**src/rtl/display_pkg.sv**
```systemverilog
// Shared definitions for the seven-segment display driver and its scan decoder.
// Segment constants are active-low gfedcba so encoder and decoder agree bit for bit.
package display_pkg;

  localparam int unsigned DIGITS   = 8;
  localparam int unsigned NIBBLE_W = 4;
  localparam int unsigned SEG_W    = 7;
  localparam int unsigned IDX_W    = $clog2(DIGITS);
  localparam int unsigned DATA_W   = DIGITS * NIBBLE_W;

  localparam logic [SEG_W-1:0] SEG_0 = 7'h40;
  localparam logic [SEG_W-1:0] SEG_1 = 7'h79;
  localparam logic [SEG_W-1:0] SEG_2 = 7'h24;
  localparam logic [SEG_W-1:0] SEG_3 = 7'h30;
  localparam logic [SEG_W-1:0] SEG_4 = 7'h19;
  localparam logic [SEG_W-1:0] SEG_5 = 7'h12;
  localparam logic [SEG_W-1:0] SEG_6 = 7'h02;
  localparam logic [SEG_W-1:0] SEG_7 = 7'h78;
  localparam logic [SEG_W-1:0] SEG_8 = 7'h00;
  localparam logic [SEG_W-1:0] SEG_9 = 7'h10;
  localparam logic [SEG_W-1:0] SEG_A = 7'h08;
  localparam logic [SEG_W-1:0] SEG_B = 7'h03;
  localparam logic [SEG_W-1:0] SEG_C = 7'h46;
  localparam logic [SEG_W-1:0] SEG_D = 7'h21;
  localparam logic [SEG_W-1:0] SEG_E = 7'h06;
  localparam logic [SEG_W-1:0] SEG_F = 7'h0E;

  typedef enum logic [1:0] {
    ST_IDLE     = 2'd0,
    ST_SETTLING = 2'd1,
    ST_SAMPLED  = 2'd2
  } scan_state_e;

  typedef enum logic [1:0] {
    AN_BLANK  = 2'd0,
    AN_ACTIVE = 2'd1,
    AN_MULTI  = 2'd2
  } anode_class_e;

  typedef struct packed {
    logic                valid;
    logic [NIBBLE_W-1:0] nibble;
  } hex_digit_t;

  // Encoder side of the shared table.
  function automatic logic [SEG_W-1:0] hex_to_seg(input logic [NIBBLE_W-1:0] nibble);
    case (nibble)
      4'h0: hex_to_seg = SEG_0;
      4'h1: hex_to_seg = SEG_1;
      4'h2: hex_to_seg = SEG_2;
      4'h3: hex_to_seg = SEG_3;
      4'h4: hex_to_seg = SEG_4;
      4'h5: hex_to_seg = SEG_5;
      4'h6: hex_to_seg = SEG_6;
      4'h7: hex_to_seg = SEG_7;
      4'h8: hex_to_seg = SEG_8;
      4'h9: hex_to_seg = SEG_9;
      4'hA: hex_to_seg = SEG_A;
      4'hB: hex_to_seg = SEG_B;
      4'hC: hex_to_seg = SEG_C;
      4'hD: hex_to_seg = SEG_D;
      4'hE: hex_to_seg = SEG_E;
      default: hex_to_seg = SEG_F;
    endcase
  endfunction

endpackage

```
**src/rtl/seg_to_hex.sv**
```systemverilog
// Combinational active-low segment pattern to {valid, nibble}; unknown patterns flag invalid.
module seg_to_hex
  import display_pkg::*;
(
  input  logic [SEG_W-1:0] seg,
  output hex_digit_t       hex_c
);

  always_comb begin
    hex_c.valid  = 1'b1;
    hex_c.nibble = 4'h0;
    case (seg)
      SEG_0: hex_c.nibble = 4'h0;
      SEG_1: hex_c.nibble = 4'h1;
      SEG_2: hex_c.nibble = 4'h2;
      SEG_3: hex_c.nibble = 4'h3;
      SEG_4: hex_c.nibble = 4'h4;
      SEG_5: hex_c.nibble = 4'h5;
      SEG_6: hex_c.nibble = 4'h6;
      SEG_7: hex_c.nibble = 4'h7;
      SEG_8: hex_c.nibble = 4'h8;
      SEG_9: hex_c.nibble = 4'h9;
      SEG_A: hex_c.nibble = 4'hA;
      SEG_B: hex_c.nibble = 4'hB;
      SEG_C: hex_c.nibble = 4'hC;
      SEG_D: hex_c.nibble = 4'hD;
      SEG_E: hex_c.nibble = 4'hE;
      SEG_F: hex_c.nibble = 4'hF;
      default: hex_c.valid = 1'b0;
    endcase
  end

endmodule

```
**src/rtl/display_scan_decoder.sv**
```systemverilog
// Samples a multiplexed anode/cathode display bus, decodes each settled digit and
// reassembles the 32-bit value shown once all eight digits have been seen.
module display_scan_decoder
  import display_pkg::*;
#(
  parameter int unsigned SETTLE_CYCLES = 4
) (
  input  logic              clock,
  input  logic              reset,
  input  logic [DIGITS-1:0] anode,
  input  logic [7:0]        cathode,
  output logic [DATA_W-1:0] data,
  output logic              valid,
  output logic              frame_done,
  output logic              decode_error
);

  localparam int unsigned CNT_W = 8;
  localparam logic [CNT_W-1:0] SETTLE_LIM = CNT_W'(SETTLE_CYCLES);

  logic [DIGITS-1:0] anode_q, anode_p;
  logic [7:0]        cathode_q, cathode_p;
  scan_state_e       state, state_next;
  logic [CNT_W-1:0]  cnt, cnt_next, cnt_inc;
  anode_class_e      an_class_c;
  logic [IDX_W-1:0]  idx_c;
  logic [3:0]        zeros_c;
  logic              changed_c, sample_c;
  hex_digit_t        dec_c;
  logic [DIGITS-1:0] idx_mask_c;
  logic [DIGITS-1:0][NIBBLE_W-1:0] shadow, shadow_merged_c;
  logic [DIGITS-1:0] seen;

  // Input stage plus a one-cycle-older copy for change detection; blank after reset.
  always_ff @(posedge clock) begin
    if (reset) begin
      anode_q   <= '1;
      cathode_q <= '1;
      anode_p   <= '1;
      cathode_p <= '1;
    end else begin
      anode_q   <= anode;
      cathode_q <= cathode;
      anode_p   <= anode_q;
      cathode_p <= cathode_q;
    end
  end

  always_comb begin
    zeros_c = 4'd0;
    idx_c   = '0;
    for (int i = 0; i < int'(DIGITS); i++) begin
      if (!anode_q[i]) begin
        zeros_c = zeros_c + 4'd1;
        idx_c   = IDX_W'(i);
      end
    end
    if (zeros_c == 4'd0)      an_class_c = AN_BLANK;
    else if (zeros_c == 4'd1) an_class_c = AN_ACTIVE;
    else                      an_class_c = AN_MULTI;
  end

  assign changed_c = (anode_q != anode_p) || (cathode_q != cathode_p);
  assign cnt_inc   = cnt + CNT_W'(1);

  always_ff @(posedge clock) begin
    if (reset) begin
      state <= ST_IDLE;
      cnt   <= '0;
    end else begin
      state <= state_next;
      cnt   <= cnt_next;
    end
  end

  // Dwell tracking: one sample per stable dwell, counter saturates at the limit.
  always_comb begin
    state_next = state;
    cnt_next   = cnt;
    sample_c   = 1'b0;
    if (an_class_c != AN_ACTIVE) begin
      state_next = ST_IDLE;
      cnt_next   = '0;
    end else begin
      case (state)
        ST_IDLE: begin
          state_next = ST_SETTLING;
          cnt_next   = '0;
        end
        ST_SETTLING: begin
          if (changed_c) begin
            cnt_next = '0;
          end else if (cnt_inc >= SETTLE_LIM) begin
            sample_c   = 1'b1;
            state_next = ST_SAMPLED;
            cnt_next   = SETTLE_LIM;
          end else begin
            cnt_next = cnt_inc;
          end
        end
        ST_SAMPLED: begin
          if (changed_c) begin
            state_next = ST_SETTLING;
            cnt_next   = '0;
          end
        end
        default: begin
          state_next = ST_IDLE;
          cnt_next   = '0;
        end
      endcase
    end
  end

  seg_to_hex u_seg_to_hex (
    .seg   (cathode_q[SEG_W-1:0]),
    .hex_c (dec_c)
  );

  always_comb begin
    idx_mask_c             = DIGITS'(1) << idx_c;
    shadow_merged_c        = shadow;
    shadow_merged_c[idx_c] = dec_c.nibble;
  end

  always_ff @(posedge clock) begin
    if (reset) begin
      shadow       <= '0;
      seen         <= '0;
      data         <= '0;
      valid        <= 1'b0;
      frame_done   <= 1'b0;
      decode_error <= 1'b0;
    end else begin
      frame_done <= 1'b0;
      if (sample_c) begin
        if (dec_c.valid) begin
          shadow <= shadow_merged_c;
          if ((seen | idx_mask_c) == '1) begin
            data       <= shadow_merged_c;
            valid      <= 1'b1;
            frame_done <= 1'b1;
            seen       <= '0;
          end else begin
            seen <= seen | idx_mask_c;
          end
        end else begin
          decode_error <= 1'b1;
        end
      end
    end
  end

endmodule

```
**config.mk**
```make
export PLATFORM = sky130hd
export DESIGN_NAME = display_scan_decoder
export DESIGN_NICKNAME = d
export VERILOG_FILES = /design/src/rtl/display_pkg.sv /design/src/rtl/seg_to_hex.sv /design/src/rtl/display_scan_decoder.sv
export SDC_FILE = /design/constraint.sdc
export NUM_CORES = 1
export LEC_CHECK = 0
export ABC_AREA = 1
export BUFFER_PORTS_ARGS = -buffer_cell sky130_fd_sc_hd__buf_2
export CAP_MARGIN = 20
export CORE_MARGIN = 3
export CORE_UTILIZATION = 60
export DETAILED_ROUTE_END_ITERATION = 8
export GPL_ROUTABILITY_DRIVEN = 0
export PLACE_DENSITY = 0.89
export REMOVE_ABC_BUFFERS = 1
export SLEW_MARGIN = 10
export SYNTH_ARGS = -nofsm -noshare
export SYNTH_HDL_FRONTEND = slang
export SYNTH_HIERARCHICAL = 1
export SYNTH_SLANG_ARGS = --single-unit
```
**constraint.sdc**
```tcl
create_clock -name clock -period 11.2 [get_ports clock]
set_input_delay 0.56 -clock clock [delete_from_list [all_inputs] [get_ports clock]]
set_output_delay 0.56 -clock clock [all_outputs]
set_load 0.02 [all_outputs]
```
After elaboration in Yosys (flattened, before gate mapping)
Index checks and enable logic that the tools add are counted.

storage, ports and cells
  register bits = 117
  latch bits = 0
  bits in writable memories = 0
  bits in read-only memories = 0
  input bits = 18
  output and inout port bits = 35
  word-level logic and storage cells = 107
  memories kept = 0

operators by class
  add/subtract/negate cells = 8
  $mul = 0
  div/mod/pow operators = 0
  order comparisons = 3
  equality and inequality tests = 25
  shift-type cells = 1
  muxes and demuxes = 36
  bitwise gates (word level) = 3
  reduce and logical (&&, ||, !) cells = 12

operators by type and width
  operator                                                               number
  4-bit one-hot mux with 15 select lines                                 1
  32-bit bitwise mux                                                     1
  4-bit 2-to-1 mux                                                       8
  8-bit 2-to-1 mux                                                       4
  4-bit by 1-bit adder with 4-bit output, second input constant          7
  7-bit == test, second input constant                                   4
  7-bit by 5-bit == test with 1-bit output, second input constant        3
  7-bit by 6-bit == test with 1-bit output, second input constant        3
  3-bit 2-to-1 mux                                                       6
  8-bit inequality test                                                  2
  8-bit one-hot mux with 2 select lines                                  1
  16-bit OR reduction                                                    1
  7-bit by 2-bit == test with 1-bit output, second input constant        2
  7-bit by 4-bit == test with 1-bit output, second input constant        2
  4-bit demux with 3-bit select                                          1
  2-bit 2-to-1 mux                                                       5
  8-bit by 1-bit adder with 8-bit output, second input constant          1
  8-bit == test, second input constant                                   1
  8-bit by 3-bit >= comparator with 1-bit output, second input constant  1
  1-bit 2-to-1 mux                                                       8
  8-bit OR                                                               1
  1-bit by 3-bit left shift with 8-bit output, first input constant      1
  7-bit by 3-bit == test with 1-bit output, second input constant        1
  7-bit zero test                                                        1
  other kinds (17)                                                       22

Depth between registers and ports, before layout
Gate-level depths: netlist (run 1).

  depth in word-level cells = 22
  gate-level depth with buffers = 31
  gate-level depth less buffers = 30

By module
The synthesis (run 1) kept the hierarchy.

by module, submodules not included
  module                instances  cells each  area an instance (um^2)  seq. area each (um^2)
  display_scan_decoder  1          727         5,361.4                  2,342.2
  seg_to_hex            1          73          337.8                    0.0

Worst setup path before layout (run 1)
No wires, ideal clock.

  kind = register to register
  from = register anode_q[1]
  to = register data[10]
  library setup time = 0.060 ns
  data arrival time = 4.228 ns
  data required time = 11.140 ns
  slack = 6.913 ns
  cell stages (with the launch flop) = 29
  path buffers = 1
  clock period less this slack = 4.287 ns
  cell sequence = dfxtp_1 -> inv_1 -> ha_1 -> inv_2 -> nand2_4 -> nand2_2 -> ha_1 -> nand2_1 -> nand2_1 -> ha_1 -> or2_2 -> nand2_1 -> inv_1 -> ha_1 -> nand2_1 -> nand2_1 -> ha_1 -> or2_2 -> nand2_1 -> inv_1 -> ha_1 -> a21oi_1 -> nand2_1 -> nand2_1 -> nand3_4 -> nor2_8 -> buf_4 -> nand4_1 -> nand2_1

between the ends
  word-level cells in the longest chain between the ends = 19
  elaborated cells between the ends (all ways) = 40
  classes of those cells = add/sub (6); order compare (2); eq/ne (4); shift (1); mux (22); bitwise (1); reduce/logical (4)

RTL lines
  what                                              line                         source
  from (decl)                                       display_scan_decoder.sv:21   logic [DIGITS-1:0] anode_q, anode_p;
  from (signal assigned)                            display_scan_decoder.sv:42   anode_q <= anode;
  4-bit 2-to-1 mux                                  display_scan_decoder.sv:53   if (!anode_q[i]) begin
  4-bit by 1-bit adder with 4-bit output            display_scan_decoder.sv:54   zeros_c = zeros_c + 4'd1;
  4-bit 2-to-1 mux                                  display_scan_decoder.sv:53
  4-bit by 1-bit adder with 4-bit output            display_scan_decoder.sv:54
  4-bit 2-to-1 mux                                  display_scan_decoder.sv:53
  4-bit by 1-bit adder with 4-bit output            display_scan_decoder.sv:54
  4-bit 2-to-1 mux                                  display_scan_decoder.sv:53
  4-bit by 1-bit adder with 4-bit output            display_scan_decoder.sv:54
  (+3 left out)                                     -
  4-bit by 1-bit adder with 4-bit output            display_scan_decoder.sv:54
  4-bit 2-to-1 mux                                  display_scan_decoder.sv:53
  4-bit by 1-bit == test with 1-bit output          display_scan_decoder.sv:59   else if (zeros_c == 4'd1) an_class_c = AN_ACTIVE;
  2-bit 2-to-1 mux                                  display_scan_decoder.sv:59
  2-bit 2-to-1 mux                                  display_scan_decoder.sv:58   if (zeros_c == 4'd0) an_class_c = AN_BLANK;
  2-bit by 1-bit inequality test with 1-bit output  display_scan_decoder.sv:81   if (an_class_c != AN_ACTIVE) begin
  1-bit 2-to-1 mux                                  display_scan_decoder.sv:81
  3-bit AND reduction (no source line)              -
  to (signal assigned)                              display_scan_decoder.sv:140  data <= shadow_merged_c;
  to (decl)                                         display_scan_decoder.sv:12   output logic [DATA_W-1:0] data,

Parallel ways exist; a longest one is shown, timed or not.
A chain may end at the register's enable or synchronous reset.

Worst setup path in the final report (run 1)
  from = register anode_q[1]
  to = register seen[0]

between the ends
  word-level cells in the longest chain between the ends = 19
  elaborated cells between the ends (all ways) = 35
  classes of those cells = add/sub (6); eq/ne (4); shift (1); mux (20); bitwise (1); reduce/logical (3)

RTL lines
  what                                              line                         source
  4-bit 2-to-1 mux                                  display_scan_decoder.sv:53
  4-bit by 1-bit adder with 4-bit output            display_scan_decoder.sv:54
  4-bit 2-to-1 mux                                  display_scan_decoder.sv:53
  4-bit by 1-bit adder with 4-bit output            display_scan_decoder.sv:54
  4-bit 2-to-1 mux                                  display_scan_decoder.sv:53
  4-bit by 1-bit adder with 4-bit output            display_scan_decoder.sv:54
  4-bit 2-to-1 mux                                  display_scan_decoder.sv:53
  4-bit by 1-bit adder with 4-bit output            display_scan_decoder.sv:54
  (+3 left out)                                     -
  4-bit by 1-bit adder with 4-bit output            display_scan_decoder.sv:54
  4-bit 2-to-1 mux                                  display_scan_decoder.sv:53
  4-bit by 1-bit == test with 1-bit output          display_scan_decoder.sv:59
  2-bit 2-to-1 mux                                  display_scan_decoder.sv:59
  2-bit 2-to-1 mux                                  display_scan_decoder.sv:58
  2-bit by 1-bit inequality test with 1-bit output  display_scan_decoder.sv:81
  1-bit 2-to-1 mux                                  display_scan_decoder.sv:81
  2-bit AND reduction (no source line)              -
  to (signal assigned)                              display_scan_decoder.sv:145  seen <= seen | idx_mask_c;
  to (decl)                                         display_scan_decoder.sv:32   logic [DIGITS-1:0] seen;

Parallel ways exist; a longest one is shown, timed or not.

==> flow_summary.yaml, run 1 <==
detailed_routing:
  wl_um: 13700
  via_per_inst: 5.59
  firstDrtPassIters: 5
  num_vias: 5460
  drc_errors: 0
  drt_iter0_drc: 491
  ant_nets: 0
  wl_per_cell_um: 14.1
clocking:
  cts_buffer_depth: 2
  cts_sinks: 117
  cts_tree: "built"
  cts.clk_slew.worst_paths_ns: 0.06
  cts_buffers: 17
  htreeDepth: 4
  post_cts_buffers: 0
  post_cts_resized: 0
  ctsRootBufferMaster: "clkbuf_8"
  hold_buffers: 0
  clk_latency_ns: 0.52
setup_path:
  crit_fanout: 72
  r2r_cells: 27
  critPathArrivalTime_ns: 5.76
  worst-path-buf-inv: 4
  worstPathRequired_ns: 11.64
  critPathCaptureType: "flop"
  rrSetupSlack_ns: 5.88
  crit_top_cell: "nand2_1"
  cp_slowest_cell: "nor2_8"
  critPathLaunchType: "flop"
  path_delay_family: "simple AND/OR/NAND/NOR gates"
  worstSetupPathType: "flop to flop"
  r2r_end: "seen[0]"
  r2r_start: "anode_q[1]"
  critPathMaxStageDelay_ns: 0.66
sta:
  finClkSkew_ns: 0.00766
  max_freq_ghz: 0.188
  setup_viol: 0
  finalSetupTns_ns: 0
  rsz0062_at_grt: "no"
  slew_violations: 0
  maxSlewHeadroom_pct: 36.4
  fin_crit_sh_pct: 47.5
  tightestPinTransition_ns: 0.952
  hold_viol: 0
  fin_crit_ns: 5.32
placed_design:
  dp_hpwl_um: 8620
  placed_cell_area_um2: 5920
  port-buffer-count: 52
power:
  ir_drop_mv: 0.134
  power_density_nw_per_um2: 161
  p_leak_nw: 2.99
floorplanning:
  fp.dieW_um: 103
  ioPinCount: 53
  die_h_um: 103
  start_util_pct: 63.5
  row_count: 34
  die_area_um2: 10700
  core_area_um2: 8980
worst_hold_path:
  whs_endpoint: "cathode_q[2]"
  hold_path.startpoint: "cathode[2]"
  hp-class: "primary input to flop"
  worstHoldPathCells: 2
logic_synthesis:
  synth_cell_types: 40
  seq_area_frac_synth_pct: 41.1
  synth-seq-cells: 117
  syn-cell-area_um2: 5700
  yosysTopAreaCell: "dfxtp_1"
  syn_avg_cell_area_um2: 7.12
  yosysWarnings: 6
  syn_inst: 800
  synth_top_area_share_pct: 41.1
  synthTopCellsByArea: "dfxtp_1 (41%), nand2_1 (17%), a21oi_1 (5.4%)"
grt:
  grt_pass1_vias: 5271
  grt_pass1_wl_um: 22700
  globalRouteTotalUtil_pct: 26.8
  grt_max_degree: 73
  overflow: 0
  grt_antenna_before_repair: 0
finish:
  n_antenna_cell: 0
  fin_nets: 864
  drive_above_1_share_pct: 18.7
  area_delta_synth_final_pct: 14.1
  final_area_um2: 6500
  final_common_cell: "nand2_1"
  fillers: 645
  layout_common_cells: "nand2_1 (256), dfxtp_1 (117), a21oi_1 (61)"
outcome:
  status: "finished, final reports clean"
flow_run:
  drv_cap: 0
==> per-stage QoR <==
| step | hold WS, ns | std cells | power, mW | util [%] | setup WS [ns] |
|---|---|---|---|---|---|
| 2_1_floorplan | 0.417 | 763 | 0.493 | - | 6.25 |
| 4_1_cts | 0.204 | 976 | 1.05 | 72.5 | 5.94 |
| 3_5_place_dp | 0.445 | 944 | 0.515 | 66.0 | 5.99 |
| 5_1_grt | 0.199 | 976 | 1.08 | 72.5 | 5.44 |
| 6_report | 0.218 | 976 | 1.04 | 72.5 | 5.88 |
| 3_3_place_gp | 0.423 | 944 | 0.509 | 66.0 | 6.27 |
==> per-layer routing <==
layer / vias up / track usage [%] / part of all wire, %
met5: - / 0 / 0
met4: 0 / 11.1 / 2.5
met3: 54 / 7.38 / 6.6
met2: 225 / 46.2 / 50
met1: 2493 / 31.3 / 41
li1: 2688 / - / -
==> registers in the layout, indices dropped and copies added, names as in the netlist <==
signal,count
cathode_p,8
state,2
cathode_q,8
anode_q,8
anode_p,8
seen,8
decode_error,1
valid,1
cnt,8
shadow,32
frame_done,1
data,32
==> power by group <==
| group | total, mW | internal [mW] | leakage (nW) | switching [mW] |
|---|---|---|---|---|
| clock | 0.537 | 0.324 | 0.283 | 0.213 |
| sequential | 0.430 | 0.422 | 0.950 | 0.00768 |
| combinational | 0.0779 | 0.0259 | 1.76 | 0.0521 |
| total | 1.04 | 0.772 | 2.99 | 0.273 |
==> Yosys cell counts (all sizes together) <==
library cell  count
nand3b            1
nand4            42
o21a              1
o21ai            37
dfxtp           117
clkbuf           12
a21oi            62
a211oi            2
nor3              9
clkinv            1
a31oi             1
or3               1
ha                9
and2              1
nand2b            1
or2              26
xnor2            10
nor4              2
buf              25
inv              63
nand2           268
nand3            59
nor2             50
==> area by class of cell <==
type                       count  area [um^2]  area share, %
clock buffer                  18          418           6.42
timing repair buffer          55          283           4.35
inverter                      64          243           3.73
clock inverter                14          166           2.56
sequential                   117         2340           36.0
multi-input combinational    582         2900           44.5
tap                          126          158           2.42
==> logic make-up (layout without fill, tap and decap cells) <==
| kind of cell | Yosys count | after routing | share of synthesized area (%) |
|---|---|---|---|
| AND/OR/NAND/NOR | 460 | 460 | 38.0 |
| flip-flops | 117 | 117 | 41.1 |
| AO/OA/AOI/OAI | 103 | 103 | 9.33 |
| buffers and inverters | 101 | 151 | 8.10 |
| XOR/XNOR | 10 | 10 | 1.54 |
| adder cells (fa/ha/maj) | 9 | 9 | 1.98 |
==> how the worst max path moves through the flow <==
stage	slack, ns	cells after the start	end	from
after floorplan	6.25	26	seen[0]	anode_q[1]
after global routing	5.44	27	seen[0]	anode_q[0]
after CTS	5.94	27	seen[0]	anode_q[1]
after global placement	6.27	27	data[16]	anode_q[1]
after detailed placement	5.99	27	data[16]	anode_q[1]
final	5.88	27	seen[0]	anode_q[1]
Note: power is estimated with default switching activity, not from simulation.
==> run 2, diff against run 1 <==
--- a/config.mk
+++ b/config.mk
@@ -5,7 +5,7 @@
 export SDC_FILE = /design/constraint.sdc
 export NUM_CORES = 1
 export LEC_CHECK = 0
-export ABC_AREA = 1
+export ABC_AREA = 0
 export BUFFER_PORTS_ARGS = -buffer_cell sky130_fd_sc_hd__buf_2
 export CAP_MARGIN = 20
 export CORE_MARGIN = 3
==> constraint.sdc (replaced) <==
create_clock -name clock -period 4.9 [get_ports clock]
set_input_delay 0.245 -clock clock [delete_from_list [all_inputs] [get_ports clock]]
set_output_delay 0.245 -clock clock [all_outputs]
set_load 0.02 [all_outputs]
==> run 2 against run 1 <==
  * First-iteration DRC count up 49%
  * Cell area up 18%
  * The flow now finishes with violations (setup timing)
  * Highest routed layer unchanged
  * Setup slack worse by 6.0 ns
  * Final cell count down 13%
  * Clock skew up 0.0042 ns
  * Area after synthesis up 6.6%
  * Register-to-register slack worse by 6.0 ns
  * Die area up 6.2%
  * Largest power group unchanged
==> flow_summary.yaml, run 2 <==
detailed_routing:
  num_vias: 5864
  ant_nets: 0
  via_per_inst: 6.94
  drc_errors: 0
  drt_iter0_drc: 732
  firstDrtPassIters: 9
  wl_um: 19900
  wl_per_cell_um: 23.6
finish:
  layout_common_cells: "dfxtp_1 (115), buf_2 (51), mux2i_1 (42)"
  drive_above_1_share_pct: 31.0
  n_antenna_cell: 0
  reg_top3: "data x32, shadow x32"
  fin_nets: 726
  fillers: 552
  area_delta_synth_final_pct: 26.1
  final_area_um2: 7660
  final_common_cell: "dfxtp_1"
sta:
  fin_crit_sh_pct: 102
  finClkSkew_ns: 0.0119
  fin_crit_ns: 4.99
  setup_viol: 37
  hold_viol: 0
  tightestPinTransition_ns: 0.960
  maxSlewHeadroom_pct: 35.9
  finalSetupTns_ns: -1.09
  slew_violations: 0
  setup_ws_ns: -0.0925
  max_freq_ghz: 0.200
logic_synthesis:
  synth_cell_types: 71
  ys.flop_type: "dfxtp_1"
  synth_edf_count: 0
  yosysTopAreaCell: "dfxtp_1"
  yosys.cell_count.top_type: "dfxtp_1"
  syn_inst: 624
  yosys-top-cells-count: "dfxtp_1 (117), mux2i_1 (42), nand2_1 (33), a31o_1 (30)"
  syn-cell-area_um2: 6080
  synthTopCellsByArea: "dfxtp_1 (39%), nor4b_2 (7.2%), mux2i_1 (6.9%)"
  synth_top_area_share_pct: 38.6
  syn_avg_cell_area_um2: 9.74
  seq_area_frac_synth_pct: 38.6
  synth-seq-cells: 117
  yosysWarnings: 6
  async_reset_ff_share_pct: 0
setup_path:
  critPathArrivalTime_ns: 5.47
  worstSetupPathType: "flop to flop"
  crit_fanout: 8
  cp_slowest_cell: "dfxtp_4"
  critPathCaptureType: "flop"
  path_delay_family: "adder cells"
  worst-path-buf-inv: 4
  worstPathRequired_ns: 5.38
  critPathMaxStageDelay_ns: 0.36
  critPathLaunchType: "flop"
floorplanning:
  core_area_um2: 9820
  fp.dieW_um: 107
  start_util_pct: 61.9
  die_area_um2: 11400
  die_h_um: 107
  row_count: 36
  ioPinCount: 53
grt:
  grt_antenna_before_repair: 0
  globalRouteTotalUtil_pct: 29.7
  grt_pass1_vias: 5456
  grt_pass1_wl_um: 27000
  overflow: 0
  grt_max_degree: 53
power:
  p_leak_nw: 2.83
  power_density_nw_per_um2: 329
  power_mw: 2.52
  ir_drop_mv: 0.252
outcome:
  violations: "setup timing"
  status: "finished with violations"
clocking:
  clk_latency_ns: 0.54
  htreeDepth: 4
  cts.clk_slew.worst_paths_ns: 0.06
  cts_buffer_depth: 2
  ctsRootBufferMaster: "clkbuf_8"
  cts_buffers: 17
  cts_tree: "built"
  cts_sinks: 117
placed_design:
  dp_hpwl_um: 9530
  placed_cell_area_um2: 6480
  pre_cts_ws_ns: -0.312
  port-buffer-count: 52
worst_hold_path:
  hp-class: "primary input to flop"
flow_run:
  drv_cap: 0
run 2: cell types whose count changed after synthesis, moves of 18 or more:
cell / delta
nand3_1: -35
nor4b_2: +29
mux2i_1: +42
nand4_1: -22
nor2_1: -18
nand2_1: -223
a31o_1: +30
inv_1: -39
a21oi_1: -33
run 2: where the power goes:
part	switching, mW	internal (mW)	leakage [nW]
logic	0.175	0.137	1.59
registers	0.0271	0.966	0.950
clock network	0.444	0.776	0.289
run 2: cells by family (layout without fill, tap and decap cells):
kind of cell               count (synthesis)  after routing  share of synthesized area [%]
and+or+nand+nor                          222            224                           25.9
muxes                                     44             44                           7.29
xor gates and xnor gates                  29             29                           5.17
AOI/OAI and AO/OA                        134            134                           15.7
buffers and inverters                     69            155                           5.50
adders and majority gates                  9              9                           1.85
DFF                                      117            117                           38.6
run 2: area by class of cell:
cell class                      instances  area, um^2  area share [%]
Clock inverter                          8        97.6            1.27
Timing Repair Buffer                  111         833            10.9
Multi-Input combinational cell        440        3690            48.2
Tap cell                              133         166            2.17
Inverter                               12        45.0           0.588
Clock buffer                           24         480            6.27
Sequential cell                       117        2350            30.6
run 2: stage by stage:
stage	util (%)	hold WS, ns	cells
after floorplan	-	0.314	567
after global placement	66.0	0.427	781
after detailed placement	66.0	0.431	781
after CTS	74.7	0.194	836
after global routing	78.0	0.259	845
final	78.0	0.235	845
run 2: per-layer routing:
metal | track usage [%] | up-vias | wire (um)
met1 | 35.4 | 2750 | 7380
met5 | 0 | - | 0
met2 | 49.0 | 494 | 9190
li1 | - | 2449 | -
met3 | 7.28 | 171 | 1960
met4 | 16.4 | 0 | 1380
run 2: worst paths after layout:
check | startpoint | end | slack (ns) | depth (start not counted)
setup / recovery | anode_q[1] | data[23] | -0.09 | 25
hold / removal | reset | valid | 0.23 | 2
setup reg to reg | anode_q[1] | data[23] | -0.09 | 25
hold reg to reg | cathode_q[7] | cathode_p[7] | 0.47 | 1
run 2: repair_timing:
action                                  4_1_cts  5_1_grt
hold buffers                                 16        0
endpoints found under the setup margin       76       76
pin swaps                                     6        5
setup buffers                                 6        7
gates cloned                                  1        3
endpoints found under the hold margin        16        0
resized for setup                            18       33
